### src/rtl/kbd_event_ctrl.sv
// Keyboard event sequencer: pops scan-code bytes from ps2_keyboard, folds E0/F0 prefixes
// into make/break events with modifier snapshots, and queues them in a FWFT FIFO.
module kbd_event_ctrl #(
  parameter int DEPTH        = 16,
  parameter int SUPPRESS_REP = 1
) (
  input  logic                     clk,
  input  logic                     clrn,
  input  logic [7:0]               rx_data,
  input  logic                     rx_ready,
  input  logic                     rx_overflow,
  output logic                     rx_nextdata_n,
  output logic [15:0]              evt_data,
  output logic                     evt_valid,
  input  logic                     evt_rd,
  output logic [$clog2(DEPTH):0]   evt_count,
  output logic                     mod_shift,
  output logic                     mod_ctrl,
  output logic                     mod_caps,
  output logic [1:0]               status,
  input  logic                     status_clr,
  output logic [1:0]               fetch_state_dbg,
  output logic [1:0]               prefix_state_dbg
);

  localparam int AW = $clog2(DEPTH);
  localparam int CW = AW + 1;

  // Handshake: a byte is offered while rx_ready=1 and is consumed by the one-cycle
  // low pulse on rx_nextdata_n (ACK); the following GAP cycle lets rx_ready refresh.
  typedef enum logic [1:0] {F_WAIT = 2'd0, F_ACK = 2'd1, F_GAP = 2'd2} fetch_t;
  typedef enum logic [1:0] {P_NONE = 2'd0, P_E0 = 2'd1, P_F0 = 2'd2, P_E0F0 = 2'd3} prefix_t;

  fetch_t  f_state, f_next;
  prefix_t p_state, p_next;

  logic [7:0]    byte_q;
  logic          lshift, rshift, ctrl, caps;
  logic          lshift_n, rshift_n, ctrl_n, caps_n;
  logic [8:0]    last_make, last_make_n;
  logic          ev_hit, ev_ext, ev_brk, is_rep, is_junk, push;
  logic [15:0]   push_data;

  logic [15:0]   mem [DEPTH];
  logic [AW-1:0] wr_ptr, rd_ptr;
  logic [CW-1:0] count;
  logic          full, pop, do_push, drop;
  logic [1:0]    status_q;

  // Fetch FSM
  always_ff @(posedge clk or negedge clrn) begin
    if (!clrn) begin
      f_state <= F_WAIT;
      byte_q  <= 8'h00;
    end else begin
      f_state <= f_next;
      if (f_state == F_WAIT && rx_ready) byte_q <= rx_data;
    end
  end

  always_comb begin
    f_next        = f_state;
    rx_nextdata_n = 1'b1;
    case (f_state)
      F_WAIT:  if (rx_ready) f_next = F_ACK;
      F_ACK: begin
        rx_nextdata_n = 1'b0;
        f_next        = F_GAP;
      end
      F_GAP:   f_next = F_WAIT;
      default: f_next = F_WAIT;
    endcase
  end

  // Prefix FSM, advanced only while the latched byte is being acknowledged
  assign is_junk = byte_q inside {8'hAA, 8'hFA, 8'hFE, 8'hEE, 8'h00, 8'hFF};

  always_comb begin
    p_next = p_state;
    ev_hit = 1'b0;
    ev_ext = 1'b0;
    ev_brk = 1'b0;
    if (f_state == F_ACK) begin
      case (p_state)
        P_NONE: begin
          if (byte_q == 8'hE0)      p_next = P_E0;
          else if (byte_q == 8'hF0) p_next = P_F0;
          else if (!is_junk)        ev_hit = 1'b1;
        end
        P_E0: begin
          if (byte_q == 8'hF0)      p_next = P_E0F0;
          else if (byte_q == 8'hE0) p_next = P_E0;
          else begin
            ev_hit = 1'b1;
            ev_ext = 1'b1;
            p_next = P_NONE;
          end
        end
        P_F0: begin
          ev_hit = 1'b1;
          ev_brk = 1'b1;
          p_next = P_NONE;
        end
        default: begin
          ev_hit = 1'b1;
          ev_ext = 1'b1;
          ev_brk = 1'b1;
          p_next = P_NONE;
        end
      endcase
    end
  end

  // Modifier / repeat tracking; event fields carry the post-update modifier values
  always_comb begin
    lshift_n    = lshift;
    rshift_n    = rshift;
    ctrl_n      = ctrl;
    caps_n      = caps;
    last_make_n = last_make;
    is_rep      = ev_hit && !ev_brk && (SUPPRESS_REP != 0) && ({ev_ext, byte_q} == last_make);
    if (ev_hit) begin
      if (byte_q == 8'h12) lshift_n = !ev_brk;
      if (byte_q == 8'h59) rshift_n = !ev_brk;
      if (byte_q == 8'h14) ctrl_n   = !ev_brk;
      if (byte_q == 8'h58 && !ev_brk && !is_rep) caps_n = !caps;
      if (!ev_brk)                                last_make_n = {ev_ext, byte_q};
      else if ({ev_ext, byte_q} == last_make)     last_make_n = 9'h000;
    end
    push      = ev_hit && !is_rep;
    push_data = {ev_ext, ev_brk, lshift_n | rshift_n, ctrl_n, caps_n, 3'b000, byte_q};
  end

  always_ff @(posedge clk or negedge clrn) begin
    if (!clrn) begin
      p_state   <= P_NONE;
      lshift    <= 1'b0;
      rshift    <= 1'b0;
      ctrl      <= 1'b0;
      caps      <= 1'b0;
      last_make <= 9'h000;
    end else begin
      p_state   <= p_next;
      lshift    <= lshift_n;
      rshift    <= rshift_n;
      ctrl      <= ctrl_n;
      caps      <= caps_n;
      last_make <= last_make_n;
    end
  end

  // Event FIFO (first-word-fall-through); a push into a full FIFO survives only if a pop
  // frees the slot in the same cycle
  assign full    = (count == CW'(DEPTH));
  assign pop     = evt_rd && (count != '0);
  assign do_push = push && (!full || pop);
  assign drop    = push && full && !pop;

  always_ff @(posedge clk) begin
    if (do_push) mem[wr_ptr] <= push_data;
  end

  always_ff @(posedge clk or negedge clrn) begin
    if (!clrn) begin
      wr_ptr   <= '0;
      rd_ptr   <= '0;
      count    <= '0;
      status_q <= 2'b00;
    end else begin
      if (do_push) wr_ptr <= wr_ptr + AW'(1);
      if (pop)     rd_ptr <= rd_ptr + AW'(1);
      count <= count + CW'(do_push) - CW'(pop);
      status_q[1] <= rx_overflow ? 1'b1 : (status_clr ? 1'b0 : status_q[1]);
      status_q[0] <= drop        ? 1'b1 : (status_clr ? 1'b0 : status_q[0]);
    end
  end

  assign evt_valid        = (count != '0);
  assign evt_data         = evt_valid ? mem[rd_ptr] : 16'h0000;
  assign evt_count        = count;
  assign mod_shift        = lshift | rshift;
  assign mod_ctrl         = ctrl;
  assign mod_caps         = caps;
  assign status           = status_q;
  assign fetch_state_dbg  = f_state;
  assign prefix_state_dbg = p_state;

endmodule

### config.mk
export PLATFORM = sky130hd
export DESIGN_NAME = kbd_event_ctrl
export DESIGN_NICKNAME = d
export VERILOG_FILES = /design/src/rtl/kbd_event_ctrl.sv
export SDC_FILE = /design/constraint.sdc
export NUM_CORES = 1
export LEC_CHECK = 0
export CORE_UTILIZATION = 29
export DETAILED_ROUTE_END_ITERATION = 10
export HOLD_SLACK_MARGIN = 0.1
export SETUP_SLACK_MARGIN = 0.05
export SYNTH_ARGS = -nofsm -noshare
export SYNTH_HDL_FRONTEND = slang
export SYNTH_SLANG_ARGS = --single-unit
### constraint.sdc
create_clock -name clk -period 6.4 [get_ports clk]
set_input_delay 0.64 -clock clk [delete_from_list [all_inputs] [get_ports clk]]
set_output_delay 0.64 -clock clk [all_outputs]
set_load 0.02 [all_outputs]
## Word-level counts from Yosys, hierarchy flattened

Memories as Yosys holds them, arrays and structs flattened.
Cells that the tools add are included.

| cells by class | value |
|---|---|
| $add $sub $neg | 4 |
| equal/unequal tests | 19 |
| reduce and logical (&&, ||, !) cells | 27 |
| bitwise operators | 2 |
| muxes and demuxes | 35 |

Operators by type and width:

| operator | count |
|---|---|
| == test 8 bit (second input constant) | 7 |
| two-way mux 1 bit | 24 |
| two-way mux 9 bit | 2 |
| == test 8 x 5 -> 1 bit (second input constant) | 2 |
| == test 8 x 7 -> 1 bit (second input constant) | 2 |
| two-way mux 16 bit | 1 |
| logical AND 1 bit | 10 |
| == test 9 bit | 1 |
| adder 4 x 1 -> 4 bit (second input constant) | 2 |
| logical NOT 8 bit | 1 |
| two-way mux 2 bit | 4 |
| one-hot mux 2 bit (2 select lines) | 2 |
| nonzero test 6 bit | 1 |
| adder 5 x 1 -> 5 bit | 1 |
| == test 5 bit (second input constant) | 1 |
| logical NOT 1 bit | 5 |
| nonzero test 5 bit | 1 |
| subtractor 5 x 1 -> 5 bit | 1 |
| == test 2 x 1 -> 1 bit (second input constant) | 2 |
| logical NOT 2 bit | 2 |
| one-hot mux 1 bit (2 select lines) | 2 |
| AND reduction 2 bit | 2 |
| nonzero test 2 bit | 2 |
| OR reduction 2 bit | 2 |
| 6 further kinds | 7 |

| storage, ports and cells | value |
|---|---|
| word-level logic and storage cells | 101 |
| memory bits (writable) | 208 |
| input bits | 14 |
| register bits | 40 |
| output and inout bits | 32 |
| memories | 1 |

Memory list:

| memory | depth | bits a word | rd ports | clocked after memory_dff | wr ports | line | text |
|---|---|---|---|---|---|---|---|
| mem | 16 | 13 | 1 | 0 | 1 | 44 | `logic [15:0] mem [DEPTH];` |

## Logic depth before layout (Yosys ltp)

Gate-level depths: netlist of the first run.

| logic depth | value |
|---|---|
| depth in word-level cells | 14 |
| mapped depth | 18 |

## Least setup slack after synthesis of the first run

Ideal clock, no wire load.

| timing path | value |
|---|---|
| kind | register to register |
| from | register byte_q[2] |
| to | register count[4], in the netlist evt_count[4] |
| slack | 2.978 ns |
| data arrival time | 3.297 ns |
| period minus slack after synthesis | 3.422 ns |
| stages on the path, launching flop included | 19 |
| data required time | 6.275 ns |
| path through | dfrtp_1 buf_6 or4_4 o311ai_4 xnor2_1 nand3b_2 and3_4 buf_6 inv_1 ha_1 inv_1 ha_1 inv_1 fa_1 inv_1 a21oi_1 nor2_1 nor2_1 xnor2_1 |

| between the ends | value |
|---|---|
| longest elaborated chain between the ends | 14 |
| elaborated cells between the ends (all ways) | 26 |

RTL lines:

| what | line | text |
|---|---|---|
| start: declaration | 37 | `logic [7:0] byte_q;` |
| start signal: assignment | 57 | `if (f_state == F_WAIT && rx_ready) byte_q <= rx_data;` |
| == test 8 bit / logical NOT 8 bit (equally long branches) | 76 | `assign is_junk = byte_q inside {8'hAA, 8'hFA, 8'hFE, 8'hEE, 8'h00, 8'hFF};` |
| nonzero test 6 bit | 76 |  |
| two-way mux 1 bit | 88 | `else if (!is_junk) ev_hit = 1'b1;` |
| two-way mux 1 bit | 87 | `else if (byte_q == 8'hF0) p_next = P_F0;` |
| two-way mux 1 bit | 86 | `if (byte_q == 8'hE0) p_next = P_E0;` |
| one-hot mux 1 bit (2 select lines) | 84 | `case (p_state)` |
| two-way mux 1 bit | 83 | `if (f_state == F_ACK) begin` |
| logical AND 1 bit (2 in a row) | 121 | `is_rep = ev_hit && !ev_brk && (SUPPRESS_REP != 0) && ({ev_ext, byte_q} == last_make);` |
| logical NOT 1 bit | 130 | `push = ev_hit && !is_rep;` |
| logical AND 1 bit * | 130 |  |
| logical AND 1 bit * | 156 | `assign do_push = push && (!full \|\| pop);` |
| adder 5 x 1 -> 5 bit * | 172 | `count <= count + CW'(do_push) - CW'(pop);` |
| subtractor 5 x 1 -> 5 bit * | 172 |  |
| end signal: assignment | 172 |  |
| end: declaration | 46 | `logic [CW-1:0] count;` |

Mark *: on every way between the ends. The rest lies on a longest branch, timed or not.
A chain may end at the register's enable or synchronous reset.

## Worst setup path in the final report of the first run

| timing path | value |
|---|---|
| from | register rd_ptr[0] |
| to | output port evt_data[5] |

| between the ends | value |
|---|---|
| longest elaborated chain between the ends | 2 |

RTL lines:

| what | line | text |
|---|---|---|
| start: declaration | 45 | `logic [AW-1:0] wr_ptr, rd_ptr;` |
| start signal: assignment | 171 | `if (pop) rd_ptr <= rd_ptr + AW'(1);` |
| memory (16 x 13 bit) | n/a |  |
| two-way mux 16 bit | 179 | `assign evt_data = evt_valid ? mem[rd_ptr] : 16'h0000;` |
| end: declaration | 13 | `output logic [15:0] evt_data,` |

Every way passes these cells.

==> reports/metrics.csv, run 1 <==
stage;metric;value;unit
placement;global placement routability congestion;0.719;
clocking;# resized after CTS;0;
routing;routed vias;4853;
synth;syn avg cell area;19.1;um2
routing;total wire length;20900;um
floorplanning;Core Box Area;0.0345;mm2
floorplanning;Initial Util;0.295;
min_path;worst hold path class;in2async;
clocking;Post-CTS Repair Setup Buffers;0;
cells_and_area;final core occ;0.345;
critical_path;CP Launch Type;register;
synth;post-synthesis cell type count;50;
cells_and_area;most frequent cells in the layout;208 x edfxtp_1, 65 x mux4_2, 41 x clkdlybuf4s50_1, 38 x dfrtp_1;
cells_and_area;commonest non-fill, non-tap cell in the layout;edfxtp_1;
clocking;clk_lat worst skew;0.53;ns
clocking;Root Buffer;clkbuf_16;
routing;DRC;0;
pwr;Max rail drop VDD;0.220;mV
placement;Inst Count DP;1007;
clocking;hold_buf cts;0;
clocking;clk sinks;248;
synth;Cells after Synth;532;
timing;final cycle utilization of the critical path;0.654;
timing;RSZ-0062 raised after global routing;false;
clocking;total CTS buffers;26;
global_routing;vias in the first global route;5100;
global_routing;largest net degree at the start of global routing;56;
synth;post-synthesis async set-or-reset flop share;0.161;
routing;drt first pass iters;5;
cells_and_area;Area growth, synth to finish;17.0;%
critical_path;critical path class;reg2out;
synth;Mapped Area;0.0101;mm2
timing;Max-slew headroom;0.140;
timing;skew final;0.0118;ns
routing;Routed Antenna Nets;0;
synth;Synthesis Warnings;0;
timing;Fin Hold WS;0.259;ns
pwr;internal power;3720;uW
floorplanning;# rows;68;
critical_path;worst endpoint required time;5.76;ns
clocking;CTS tree;done;
global_routing;Total GRT Usage;0.119;
clocking;H-tree depth;1;
pwr;Clk pwr share;0.276;
synth;register area share after synthesis;0.714;
placement;placed wire-length estimate;12000;um
pwr;LEAKAGE;0.00397;uW
critical_path;Cell Chain, Critical Path;mux4_2 -> mux4_2 -> and2_1 -> clkdlybuf4s50_1;
critical_path;crit path DAT;3.54;ns
pwr;PD cells;448;mW/mm2
cells_and_area;diodes inserted;0;
synth;Post-synth EDFFs;208;
routing;drt wl/cell;19.8;um
pwr;Psw;1600;uW
synth;FF+latch count, synth;248;
clocking;CTS clk-pin slew, worst paths;0.06;ns
timing;minimum clock period;4.18;ns
critical_path;CP most frequent cell;mux4_2;
cells_and_area;final cell count without fillers;1055;
routing;1st-iter DRT viols;342;
timing;Fin Setup TNS;0;ns
timing;Slew @ Worst Pin;1.25;ns
run;Max-cap violations;0;
critical_path;max incr delay on CP;1.16;ns
timing;Setup violations, final;0;
floorplanning;die height;189;um
critical_path;Critical Path End Type;primary output;
pwr;Gate power share;0.281;
timing;f_max;0.239;GHz
timing;max-slew violation count;0;
critical_path;Largest delay share family, worst path;flip-flops;
status;status;finished, final reports clean;
global_routing;first-pass GRT wire length;31300;um
floorplanning;io pins;46;
critical_path;Worst Path Max Fanout;55;
pwr;Flop pwr share;0.443;
cells_and_area;fin nets;606;
synth;ys flop type;edfxtp_1;
global_routing;Remaining Overflow, GRT;0;
global_routing;initial antenna violation count;0;
floorplanning;die area;0.0358;mm2
critical_path;slowest CP cell;dfrtp_4;
clocking;clock buffer depth;3;
placement;IO Port Bufs;42;
timing;endpoints failing hold;0;
critical_path;CP bufs+invs;1;
pwr;Sw Share;0.301;
critical_path;flop2flop setup slack;2.72;ns
floorplanning;die width;189;um
routing;Vias/cell;4.60;
cells_and_area;proportion of layout cells with a drive suffix above 1;0.208;
sequential cells by signal (all words and copies together) (netlist names):
signal,flops
wr_ptr,4
prefix_state_dbg,2
status,2
mod_caps,1
mem,208
byte_q,8
fetch_state_dbg,2
lshift,1
last_make,9
evt_count,5
rd_ptr,4
mod_ctrl,1
rshift,1
metal layers:
layer / track usage / vias up / share of wire
met2: 0.192 / 121 / 0.47
met5: 0 / - / 0
li1: - / 2190 / -
met1: 0.169 / 2514 / 0.47
met3: 0.0169 / 28 / 0.040
met4: 0.0292 / 0 / 0.019
cell families (layout without fill, tap and decap cells):
| family | count (synthesis) | count (layout) | share of synthesized area |
|---|---|---|---|
| XOR/XNOR | 20 | 20 | 0.0173 |
| multiplexers | 76 | 76 | 0.156 |
| flip-flops | 248 | 248 | 0.714 |
| AND/OR/NAND/NOR | 93 | 93 | 0.0519 |
| buffers and inverters | 54 | 120 | 0.0233 |
| adder cells (fa/ha/maj) | 12 | 12 | 0.0155 |
| AO/OA/AOI/OAI | 28 | 28 | 0.0213 |
| other | 1 | 3 | 0.000369 |
final cells by class:
type	instances	area [um2]
Sequential cell	248	7250
Inverter	26	97.6
Clock inverter	9	108
Clock buffer	39	729
Tap cell	455	569
Fill cell	3282	22600
Timing Repair Buffer	46	445
Multi-Input combinational cell	232	2670
final timing paths:
kind / start / to / cells past startpoint
worst max register to register: fetch_state_dbg[1]$_DFFE_PN0P_ / evt_count[4]$_DFF_PN0_ / 16
worst min register to register: status[1]$_DFFE_PN0P_ / status[1]$_DFFE_PN0P_ / 1
max in group asynchronous: clrn / rd_ptr[0]$_DFFE_PN0P_ / 1
min in group clk: status[1]$_DFFE_PN0P_ / status[1]$_DFFE_PN0P_ / 1
worst min-delay path: clrn / evt_count[3]$_DFF_PN0_ / 1
worst max-delay path: rd_ptr[0]$_DFFE_PN0P_ / evt_data[5] / 4
metrics by stage:
step | instance area, um2 | total power [uW] | setup WS [ns]
2_1_floorplan | 10200 | 3360 | 2.98
3_3_place_gp | 11000 | 3910 | 2.68
3_5_place_dp | 11000 | 3930 | 2.68
4_1_cts | 11900 | 5390 | 2.12
5_1_grt | 11900 | 5580 | 2.01
6_report | 11900 | 5320 | 2.22
power by group through the flow:
| stage | logic [uW] | clock network, uW | registers [uW] |
|---|---|---|---|
| 6_report | 1500 | 1470 | 2360 |
| 5_1_grt | 1620 | 1560 | 2410 |
| 4_1_cts | 1530 | 1490 | 2370 |
| 3_5_place_dp | 1520 | 0 | 2400 |
| 3_3_place_gp | 1510 | 0 | 2400 |
| 2_1_floorplan | 1180 | 0 | 2170 |
cells in the mapped netlist (all sizes together), types with 3 or more instances:
cell type | instances | area share
clkbuf | 15 | 0.0055
o21ai | 11 | 0.0054
buf | 13 | 0.0081
nor2b | 4 | 0.0025
nand4 | 5 | 0.0031
dfrtp | 40 | 0.099
a21o | 4 | 0.0030
xnor2 | 16 | 0.014
a21oi | 3 | 0.0015
nand3 | 6 | 0.0030
ha | 11 | 0.014
nor3 | 3 | 0.0015
and2 | 19 | 0.012
nor2 | 10 | 0.0037
xor2 | 4 | 0.0035
mux2 | 10 | 0.011
and3 | 13 | 0.0085
inv | 26 | 0.0096
mux4 | 65 | 0.14
nand2 | 19 | 0.0070
edfxtp | 208 | 0.62
(Power assumes the default switching activity.)
==> run 2: changes to the inputs <==
==> constraint.sdc (replaced) <==
create_clock -name clk -period 3.5 [get_ports clk]
set_input_delay 0.35 -clock clk [delete_from_list [all_inputs] [get_ports clk]]
set_output_delay 0.35 -clock clk [all_outputs]
set_load 0.02 [all_outputs]
==> reports/metrics.csv, run 2 (synthesis results as in run 1) <==
stage;metric;value;unit
timing;Setup violations, final;0;
pwr;Max rail drop VDD;0.477;mV
cells_and_area;max reg flops;208;
floorplanning;# rows;68;
routing;routed vias;5042;
critical_path;Critical Path End Type;primary output;
cells_and_area;fillers;3242;
timing;Max-slew headroom;0.389;
pwr;PD cells;802;mW/mm2
floorplanning;Core Box Area;0.0345;mm2
timing;f_max;0.298;GHz
clocking;Root Buffer;clkbuf_16;
cells_and_area;most frequent cells in the layout;208 x edfxtp_1, 65 x mux4_2, 41 x clkdlybuf4s50_1, 38 x dfrtp_1, 37 x buf_4;
clocking;clock buffer depth;3;
cells_and_area;final core occ;0.353;
critical_path;worst endpoint required time;3.15;ns
cells_and_area;diodes inserted;0;
critical_path;critical path class;reg2out;
clocking;H-tree depth;1;
routing;DRC;0;
timing;Fin Setup TNS;0;ns
clocking;CTS clk-pin slew, worst paths;0.06;ns
timing;skew final;0.0179;ns
timing;max-slew violation count;0;
floorplanning;die height;189;um
routing;drt first pass iters;4;
cells_and_area;Biggest register;mem;
timing;minimum clock period;3.35;ns
cells_and_area;area of the multi-input gates;0.00267;mm2
timing;RSZ-0062 raised after global routing;false;
global_routing;vias in the first global route;5429;
critical_path;crit path DAT;3.00;ns
placement;global placement routability congestion;0.756;
clocking;clk_lat worst skew;0.52;ns
global_routing;first-pass GRT wire length;33700;um
critical_path;CP Launch Type;register;
floorplanning;Initial Util;0.295;
routing;Routed Antenna Nets;0;
pwr;LEAKAGE;0.00416;uW
cells_and_area;biggest registers after layout;mem x208, last_make x9, byte_q x8;
placement;placed wire-length estimate;13100;um
placement;IO Port Bufs;42;
global_routing;Remaining Overflow, GRT;0;
clocking;CTS tree;done;
global_routing;Total GRT Usage;0.126;
critical_path;Worst Path Max Fanout;12;
routing;total wire length;21600;um
timing;Slew @ Worst Pin;0.916;ns
cells_and_area;Area growth, synth to finish;19.9;%
routing;1st-iter DRT viols;340;
cells_and_area;commonest non-fill, non-tap cell in the layout;edfxtp_1;
floorplanning;io pins;46;
timing;final cycle utilization of the critical path;0.958;
clocking;total CTS buffers;24;
cells_and_area;proportion of layout cells with a drive suffix above 1;0.253;
run;Max-cap violations;0;
cells_and_area;fin nets;644;
routing;Vias/cell;4.62;
global_routing;largest net degree at the start of global routing;41;
global_routing;initial antenna violation count;0;
cells_and_area;Seq. cell area;0.00725;mm2
routing;drt wl/cell;19.8;um
timing;endpoints failing hold;0;
status;status;finished, final reports clean;
floorplanning;die area;0.0358;mm2
min_path;worst hold path class;in2reg;
clocking;clk sinks;248;
floorplanning;die width;189;um
[run 2: what timing repair did]
item	CTS	global route
hold buffers	1	0
buffers inserted	4	2
resized for setup	1	0
hold endpoints to repair	40	0
setup endpoints to repair	11	1
gates cloned	0	0
[run 2: per-stage QoR]
| stage | hold slack (ns) | std cells | setup WS (ns) | total power (uW) | area [um2] |
|---|---|---|---|---|---|
| 6_report | 0.404 | 1091 | 0.148 | 9760 | 12200 |
| 5_1_grt | 0.400 | 1091 | 0.0549 | 10300 | 12200 |
| 4_1_cts | 0.393 | 1089 | 0.0926 | 9890 | 12200 |
| 3_5_place_dp | 0.468 | 1040 | 0.223 | 7410 | 11400 |
| 3_3_place_gp | 0.464 | 1040 | 0.299 | 7370 | 11400 |
| 2_1_floorplan | 0.0544 | 534 | 0.0782 | 6140 | 10200 |
[run 2: path summary, 6_finish.rpt]
path / slack, ns / cells after the start / from / to
setup / recovery: 0.15 / 5 / rd_ptr[0]$_DFFE_PN0P_ / evt_data[1]
hold / removal: 0.40 / 2 / rx_overflow / status[1]$_DFFE_PN0P_
setup reg to reg: 0.25 / 16 / byte_q[3]$_DFFE_PN0P_ / evt_count[4]$_DFF_PN0_
hold reg to reg: 0.48 / 1 / status[1]$_DFFE_PN0P_ / status[1]$_DFFE_PN0P_
max in group asynchronous: 2.32 / 2 / clrn / rd_ptr[0]$_DFFE_PN0P_
min in group asynchronous: 0.51 / 2 / clrn / evt_count[3]$_DFF_PN0_
[run 2: layer usage]
metal / vias up / GRT usage / share of wire
met4: 0 / 0.0319 / 0.022
met3: 31 / 0.0165 / 0.056
li1: 2261 / - / -
met5: - / 0 / 0
met1: 2612 / 0.185 / 0.46
met2: 138 / 0.197 / 0.46
[run 2: worst max-delay path, cell delays in order, from the launching register on]
cell             delay (ns)
dfrtp_4                0.53
buf_12                 0.19
mux4_2                 0.52
mux4_2                 0.49
and2_1                 0.21
clkdlybuf4s50_1        0.54
[run 2: final cells by class]
type	instances	share of cell area
Inverter	26	0.00802
Timing Repair Buffer	86	0.0677
Multi-Input combinational cell	232	0.220
Sequential cell	248	0.596
Clock buffer	34	0.0570
Clock inverter	10	0.00463
Tap cell	455	0.0468
[run 2: power by group]
part / leakage [uW] / internal, uW / switching (uW)
sequential: 0.00236 / 3680 / 290
clock: 0.000364 / 1380 / 1050
combinational: 0.00143 / 1740 / 1610
